[src/rtl/shm_page_alloc.sv]
// Free-page allocator owning the page link table and free list; page 0 is NIL.
// Latency: fail 1 cycle, ALLOC k / FREE L respond after k / L edges; lookup is 1 cycle.
// Backpressure: req_ready low while walking a chain; the response has none.
module shm_page_alloc #(
    parameter int PAGE_BITS = 2
) (
    input  logic                 clock,
    input  logic                 reset_n,
    input  logic                 req_valid,
    output logic                 req_ready,
    input  logic                 req_op,
    input  logic [PAGE_BITS-1:0] req_count,
    input  logic [PAGE_BITS-1:0] req_ptr,
    output logic                 rsp_valid,
    output logic                 rsp_ok,
    output logic [PAGE_BITS-1:0] rsp_ptr,
    input  logic [PAGE_BITS-1:0] lk_addr,
    output logic [PAGE_BITS-1:0] lk_next,
    output logic [PAGE_BITS-1:0] free_count
);
    localparam int N = 1 << PAGE_BITS;
    localparam logic [PAGE_BITS-1:0] ONE     = PAGE_BITS'(1);
    localparam logic [PAGE_BITS-1:0] LEN_MAX = '1;

    typedef enum logic [1:0] {S_IDLE, S_ALLOC, S_FREE} state_t;

    state_t               state, state_nxt;
    logic [PAGE_BITS-1:0] link [N];
    logic [PAGE_BITS-1:0] free_head;
    logic [PAGE_BITS-1:0] head;
    logic [PAGE_BITS-1:0] cur;
    logic [PAGE_BITS-1:0] remaining;
    logic [PAGE_BITS-1:0] len;
    logic [PAGE_BITS-1:0] op_count;
    logic [PAGE_BITS-1:0] cur_link;
    logic                 accept;
    logic                 alloc_fail;
    logic                 free_fail;

    assign cur_link   = link[cur];
    assign accept     = req_valid && req_ready;
    assign alloc_fail = (req_count == '0) || (req_count > free_count);
    assign free_fail  = (req_ptr == '0);

    always_ff @(posedge clock or negedge reset_n) begin
        if (!reset_n) state <= S_IDLE;
        else          state <= state_nxt;
    end

    always_comb begin
        state_nxt = state;
        case (state)
            S_IDLE: begin
                if (accept && !req_op && !alloc_fail) state_nxt = S_ALLOC;
                if (accept &&  req_op && !free_fail)  state_nxt = S_FREE;
            end
            S_ALLOC: if (remaining == '0) state_nxt = S_IDLE;
            S_FREE:  if (cur_link == '0 || len == LEN_MAX) state_nxt = S_IDLE;
            default: state_nxt = S_IDLE;
        endcase
    end

    always_comb begin
        req_ready = (state == S_IDLE);
    end

    // Table reads use pre-edge values, so a same-cycle write and lookup return old data.
    always_ff @(posedge clock or negedge reset_n) begin
        if (!reset_n) begin
            for (int i = 0; i < N; i++)
                link[i] <= (i >= 1 && i <= N - 2) ? PAGE_BITS'(i + 1) : '0;
            free_head  <= ONE;
            free_count <= LEN_MAX;
            head       <= '0;
            cur        <= '0;
            remaining  <= '0;
            len        <= '0;
            op_count   <= '0;
            rsp_valid  <= 1'b0;
            rsp_ok     <= 1'b0;
            rsp_ptr    <= '0;
            lk_next    <= '0;
        end else begin
            lk_next   <= link[lk_addr];
            rsp_valid <= 1'b0;
            rsp_ok    <= 1'b0;
            rsp_ptr   <= '0;
            case (state)
                S_IDLE: begin
                    if (accept && !req_op) begin
                        if (alloc_fail) begin
                            rsp_valid <= 1'b1;
                        end else begin
                            head      <= free_head;
                            cur       <= free_head;
                            remaining <= req_count - ONE;
                            op_count  <= req_count;
                        end
                    end else if (accept && req_op) begin
                        if (free_fail) begin
                            rsp_valid <= 1'b1;
                        end else begin
                            head <= req_ptr;
                            cur  <= req_ptr;
                            len  <= ONE;
                        end
                    end
                end
                S_ALLOC: begin
                    if (remaining != '0) begin
                        cur       <= cur_link;
                        remaining <= remaining - ONE;
                    end else begin
                        free_head  <= cur_link;
                        link[cur]  <= '0;
                        free_count <= free_count - op_count;
                        rsp_valid  <= 1'b1;
                        rsp_ok     <= 1'b1;
                        rsp_ptr    <= head;
                    end
                end
                S_FREE: begin
                    if (cur_link == '0) begin
                        link[cur]  <= free_head;
                        free_head  <= head;
                        free_count <= free_count + len;
                        rsp_valid  <= 1'b1;
                        rsp_ok     <= 1'b1;
                        rsp_ptr    <= head;
                    end else if (len == LEN_MAX) begin
                        // Chain longer than the table can hold: cyclic or corrupt.
                        rsp_valid <= 1'b1;
                    end else begin
                        cur <= cur_link;
                        len <= len + ONE;
                    end
                end
                default: ;
            endcase
        end
    end
endmodule

[config.mk]
export PLATFORM = sky130hd
export DESIGN_NAME = shm_page_alloc
export DESIGN_NICKNAME = d
export VERILOG_FILES = /design/src/rtl/shm_page_alloc.sv
export SDC_FILE = /design/constraint.sdc
export NUM_CORES = 1
export LEC_CHECK = 0
export ABC_AREA = 1
export CORE_ASPECT_RATIO = 1.25
export CORE_MARGIN = 3
export CORE_UTILIZATION = 60
export CTS_CLUSTER_SIZE = 25
export DETAILED_ROUTE_END_ITERATION = 6
export PLACE_DENSITY = 0.84
export SLEW_MARGIN = 20
export SYNTH_ARGS = -nofsm -noshare
export SYNTH_HDL_FRONTEND = slang
export SYNTH_SLANG_ARGS = --single-unit
export TNS_END_PERCENT = 30
[constraint.sdc]
create_clock -name clock -period 2.34 [get_ports clock]
set_input_delay 0.351 -clock clock [delete_from_list [all_inputs] [get_ports clock]]
set_output_delay 0.351 -clock clock [all_outputs]
set_load 0.01 [all_outputs]
Word level (Yosys, flattened, before mapping):

Cells that the tools add are included.

* flip-flop bits (word level): 30
* input port bits: 10
* output and inout port bits: 9
* logic and storage cells: 134

* $add $sub $neg: 5
* order comparisons: 4
* eq/ne operators: 21
* muxes and demuxes: 54
* bitwise logic cells: 5
* reductions and logical operators: 29

Operators with widths (count)
* $mux W2: 30
* $ne A2 B2 Y1 const B: 11
* $pmux W2 S2: 5
* $mux W8: 2
* $pmux W8 S2: 1
* $pmux W2 S3: 2
* $logic_not A2 Y1: 5
* $reduce_bool A2 Y1: 5
* $reduce_and A3 Y1: 3
* $and A8 B8 Y8: 1
* $bmux W2 S2: 2
* $bwmux W8: 1
* $mux W1: 8
* $not A8 Y8: 1
* $reduce_and A4 Y1: 2
* $reduce_and A7 Y1: 1
* $ge A3 B3 Y1 const B: 2
* $logic_and A1 B1 Y1: 6
* $ne A2 B1 Y1 const B: 3
* $ne A3 B1 Y1 const B: 2
* $not A2 Y3: 2
* $reduce_and A6 Y1: 1
* $demux W2 S2: 1
* $eq A2 B2 Y1 const B: 2
* other kinds (15): 19

Logic depth before layout (Yosys ltp):

* depth after elaboration: 9
* depth in mapped cells: 12
* mapped depth without buffers: 12

Worst setup path before layout:

No wires, ideal clock.

* kind: register -> register
* start: register free_count[1]
* end: register state[0]
* setup time: 117 ps
* arrival: 1516 ps
* data required time: 2223 ps
* setup slack: 708 ps
* cell stages (with the launch flop): 11
* buffers on the path: 0
* period minus slack after synthesis: 1632 ps
* cell sequence: dfstp_2 > inv_1 > ha_1 > nand2_1 > nand2_1 > nand2_1 > nand3_2 > a21oi_2 > nand2_1 > nand2_1 > nand2_1

* longest elaborated chain between the ends: 6

Ends and longest elaborated chain
* start, declared: RTL line 19 `output logic [PAGE_BITS-1:0] free_count`
* start signal, assigned: RTL line 116 `free_count <= free_count - op_count;`
* start signal, assigned: RTL line 126 `free_count <= free_count + len;`
* $gt A2 B2 Y1: RTL line 42 `assign alloc_fail = (req_count == '0) || (req_count > free_count);`
* $logic_or A1 B1 Y1: RTL line 42
* $logic_not A1 Y1: RTL line 54 `if (accept && !req_op && !alloc_fail) state_nxt = S_ALLOC;`
* $logic_and A1 B1 Y1: RTL line 54
* $ne A3 B1 Y1 (no source line)
* $reduce_and A3 Y1 (no source line)
* end signal, assigned: RTL line 47 `else state <= state_nxt;`
* end, declared: RTL line 27 `state_t state, state_nxt;`

Every way passes these cells.
A chain may end at the register's enable or synchronous reset.

Final worst setup path:

* start: register state[1]
* end: output port req_ready

* longest elaborated chain between the ends: 1

Ends and longest elaborated chain
* $logic_not A2 Y1: RTL line 64 `req_ready = (state == S_IDLE);`
* end, declared: RTL line 10 `output logic req_ready,`

Every way passes these cells.

==> impl_metrics.json <==
{
  "synth-simple-area-share": 0.3661,
  "synth_area_per_cell_um2": 7.583,
  "cts_buffer_depth": 2,
  "fin_cells": 306,
  "port_buffers": 18,
  "cp_data_arrival_time_ns": 1.68,
  "max_freq_mhz": 491.5,
  "timing_worst_setup_path_type": "flop to primary output",
  "synth_compound_area_frac": 0.09152,
  "vias": 1631,
  "slowest_delay_ns": 0.58,
  "drc_errors": 0,
  "holdWs_ns": 0.4027,
  "crit_path_end_kind": "primary output",
  "finalMaxSlewViolations": 0,
  "cpMaxStageDelayCell": "clkdlybuf4s50_1",
  "grt_max_degree": 31,
  "start_util": 0.6301,
  "hold_buffers": 0,
  "die_y_um": 68.47,
  "tightestPinTransition_ns": 0.4847,
  "rows": 22,
  "crit_family": "buffers and inverters",
  "diodes": 0,
  "ctsResizeCount": 0,
  "synth_xor_area_frac": 0.004676,
  "r2r_cells": 10,
  "hp-class": "input pin to asynchronous set/reset pin",
  "async_flop_share": 1.000,
  "die-area_um2": 3832,
  "rsz0062_at_grt": "false",
  "cts_root_buf": "clkbuf_4",
  "drt-pass1-iter-count": 4,
  "synth_enable_flop_cells": 0,
  "slew_headroom": 0.6768,
  "worst_setup_path_start_kind": "flop",
  "required_ns": 1.99,
  "comb_power_share": 0.539,
  "synth-seq-area-share": 0.4048,
  "antenna_found_initial": 0,
  "ys_warn_count": 0,
  "coreArea_um2": 2973,
  "fin_setup_tns_ns": 0,
  "area_growth_syn_to_layout_pct": 13.76,
  "die_w_um": 55.98,
  "powerDensity_nw_per_um2": 1205,
  "synth_fa_ha_area_frac": 0.05344,
  "clkTransAtPathRegs_ns": 0.10,
  "clk-insertion-delay-late_ns": 0.33,
  "postRouteAntennaNets": 0,
  "drt_iter0_drc": 82,
  "grt_overflow": 0,
  "period_minus_slack_ns": 2.035,
  "fin_worst_skew_ns": 0.008645,
  "gp_congestion": 0.8583,
  "synth_nets": 265,
  "cts_buffers": 5,
  "p_sw_frac": 0.4609,
  "yosys-mux-area-fraction": 0,
  "regArea_um2": 758.2,
  "htree_levels": 2,
  "crit_chain": "inv_1 > ha_1 > clkdlybuf4s50_1",
  "grtUsageTotal": 0.2258,
  "syn_inst": 247,
  "p_clk_frac": 0.126,
  "grt_pass1_wl_um": 6706,
  "ys.flop_type": "dfrtp_1",
  "r2r-end": "cur[1]",
  "layout-drive-gt1-share": 0.1407,
  "routedWlPerCell_um": 12.78,
  "hold_viol_final": 0,
  "p_int_mw": 1.385,
  "vdd_drop_max_uv": 939.0,
  "place_ws_ns": 0.3387,
  "path_buf_inv": 2,
  "dp_cells": 298,
  "synth_top_family_by_area": "simple AND/OR/NAND/NOR gates",
  "multi_input_area_um2": 965.9,
  "min_period_over_period": 0.8695,
  "routed_wl_um": 3911,
  "p_seq_frac": 0.335,
  "p_leak_nw": 1.124,
  "place_area_um2": 2071,
  "io_pins": 19,
  "regToRegSetupSlack_ns": 0.55,
  "status": "finished clean",
  "post_cts_buffers": 0,
  "first_global_vias": 1584,
  "syn_area_um2": 1873,
  "total_power_mw": 2.568,
  "finalCoreUtilization": 0.7168,
  "worstPathMaxFanout": 6,
  "cts_tree": "built",
  "hpwlAfterDp_um": 3049,
  "finalSetupViolations": 0,
  "max-cap-violations": 0,
  "synth.distinct_cells": 30,
  "ys_ff_latch": 30,
  "clock_sinks": 30,
  "vias_per_cell": 5.330,
  "r2r-start": "state[1]",
  "nFillCells": 256,
  "power.switching_mw": 1.184,
  "stdcell_area_um2": 2131,
  "fin_nets": 287,
  "worst_slack_ns": 0.3053
}
-- power groups by stage --
stage | logic (mW) | registers (mW) | clock network (mW)
after floorplan | 1.06 | 0.817 | 0
after global placement | 1.34 | 0.868 | 0
after detailed placement | 1.38 | 0.876 | 0
after CTS | 1.39 | 0.865 | 0.332
after global routing | 1.58 | 0.888 | 0.353
final | 1.38 | 0.861 | 0.322
-- flip-flops by register name, indices dropped and copies added, names as in the netlist --
register and count:
rsp_ok 1, free_count 2, lk_next 2, op_count 2, rsp_ptr 2, cur 2
free_head 2, rsp_valid 1, len 2, head 2, link 8, state 2
remaining 2
-- how the worst max path moves through the flow --
stage | end | slack (ns) | start | depth (start not counted)
floorplan | state[0] | 0.71 | free_count[1] | 10
global placement | state[0] | 0.46 | req_count[0] | 10
detailed placement | state[0] | 0.34 | req_count[1] | 10
CTS | req_ready | 0.30 | state[0] | 3
global route | req_ready | 0.24 | state[1] | 3
finish | req_ready | 0.31 | state[1] | 3
-- layout by cell type (no fill, tap or decap), types with 6 or more instances in the layout --
master and n:
dfstp_2 6, o21ai_0 18, dfrtp_1 24, nor2_1 19, nand4_1 8, nand3_1 18, inv_1 24, ha_1 8
nand2_1 80, clkdlybuf4s50_1 18, nand2_2 6
-- synth_stat cells (3+ instances only) --
cell,n,area [um2]
ha_1,8,100.1
dfstp_2,6,157.7
nand3_2,5,50.05
nand2_2,6,37.54
o21ai_0,18,90.09
nand4_1,8,50.05
a21oi_1,3,15.01
nand2_1,80,300.3
o21ai_1,3,15.01
inv_1,24,90.09
buf_6,3,33.78
or2_2,3,18.77
nor2_1,19,71.32
dfrtp_1,24,600.6
nand3_1,18,90.09
-- final cells by class --
type | count | share of cell area
multi-input cells | 185 | 0.4533
flip-flops and latches | 30 | 0.3558
well taps | 36 | 0.02114
repair buffers | 20 | 0.09160
inverters | 27 | 0.04991
clock inverters | 1 | 0.002349
clock buffers | 7 | 0.02584
-- metal layers --
| metal | vias up | wire [um] | global-route usage |
|---|---|---|---|
| met5 | - | 0 | 0 |
| met3 | 9 | 192 | 0.05472 |
| met4 | 0 | 78 | 0.09792 |
| met1 | 747 | 1594 | 0.2435 |
| li1 | 836 | - | - |
| met2 | 39 | 2044 | 0.4225 |
-- worst reg2reg max path: cells and delay by family, from the launching register on --
kind,cells,cell delay [ns]
adder cells (fa/ha/maj),1,0.26
flip-flops,1,0.42
buffers and inverters,2,0.22
AND/OR/NAND/NOR,7,0.82
-- cell families (layout without fill, tap and decap cells) --
kind of cell | count (synthesis) | count (layout)
AO/OA/AOI/OAI | 31 | 31
adder cells (fa/ha/maj) | 8 | 8
flip-flops | 30 | 30
AND/OR/NAND/NOR | 145 | 145
buffers and inverters | 32 | 55
XOR/XNOR | 1 | 1
Power figures use the tool's default switching activity.
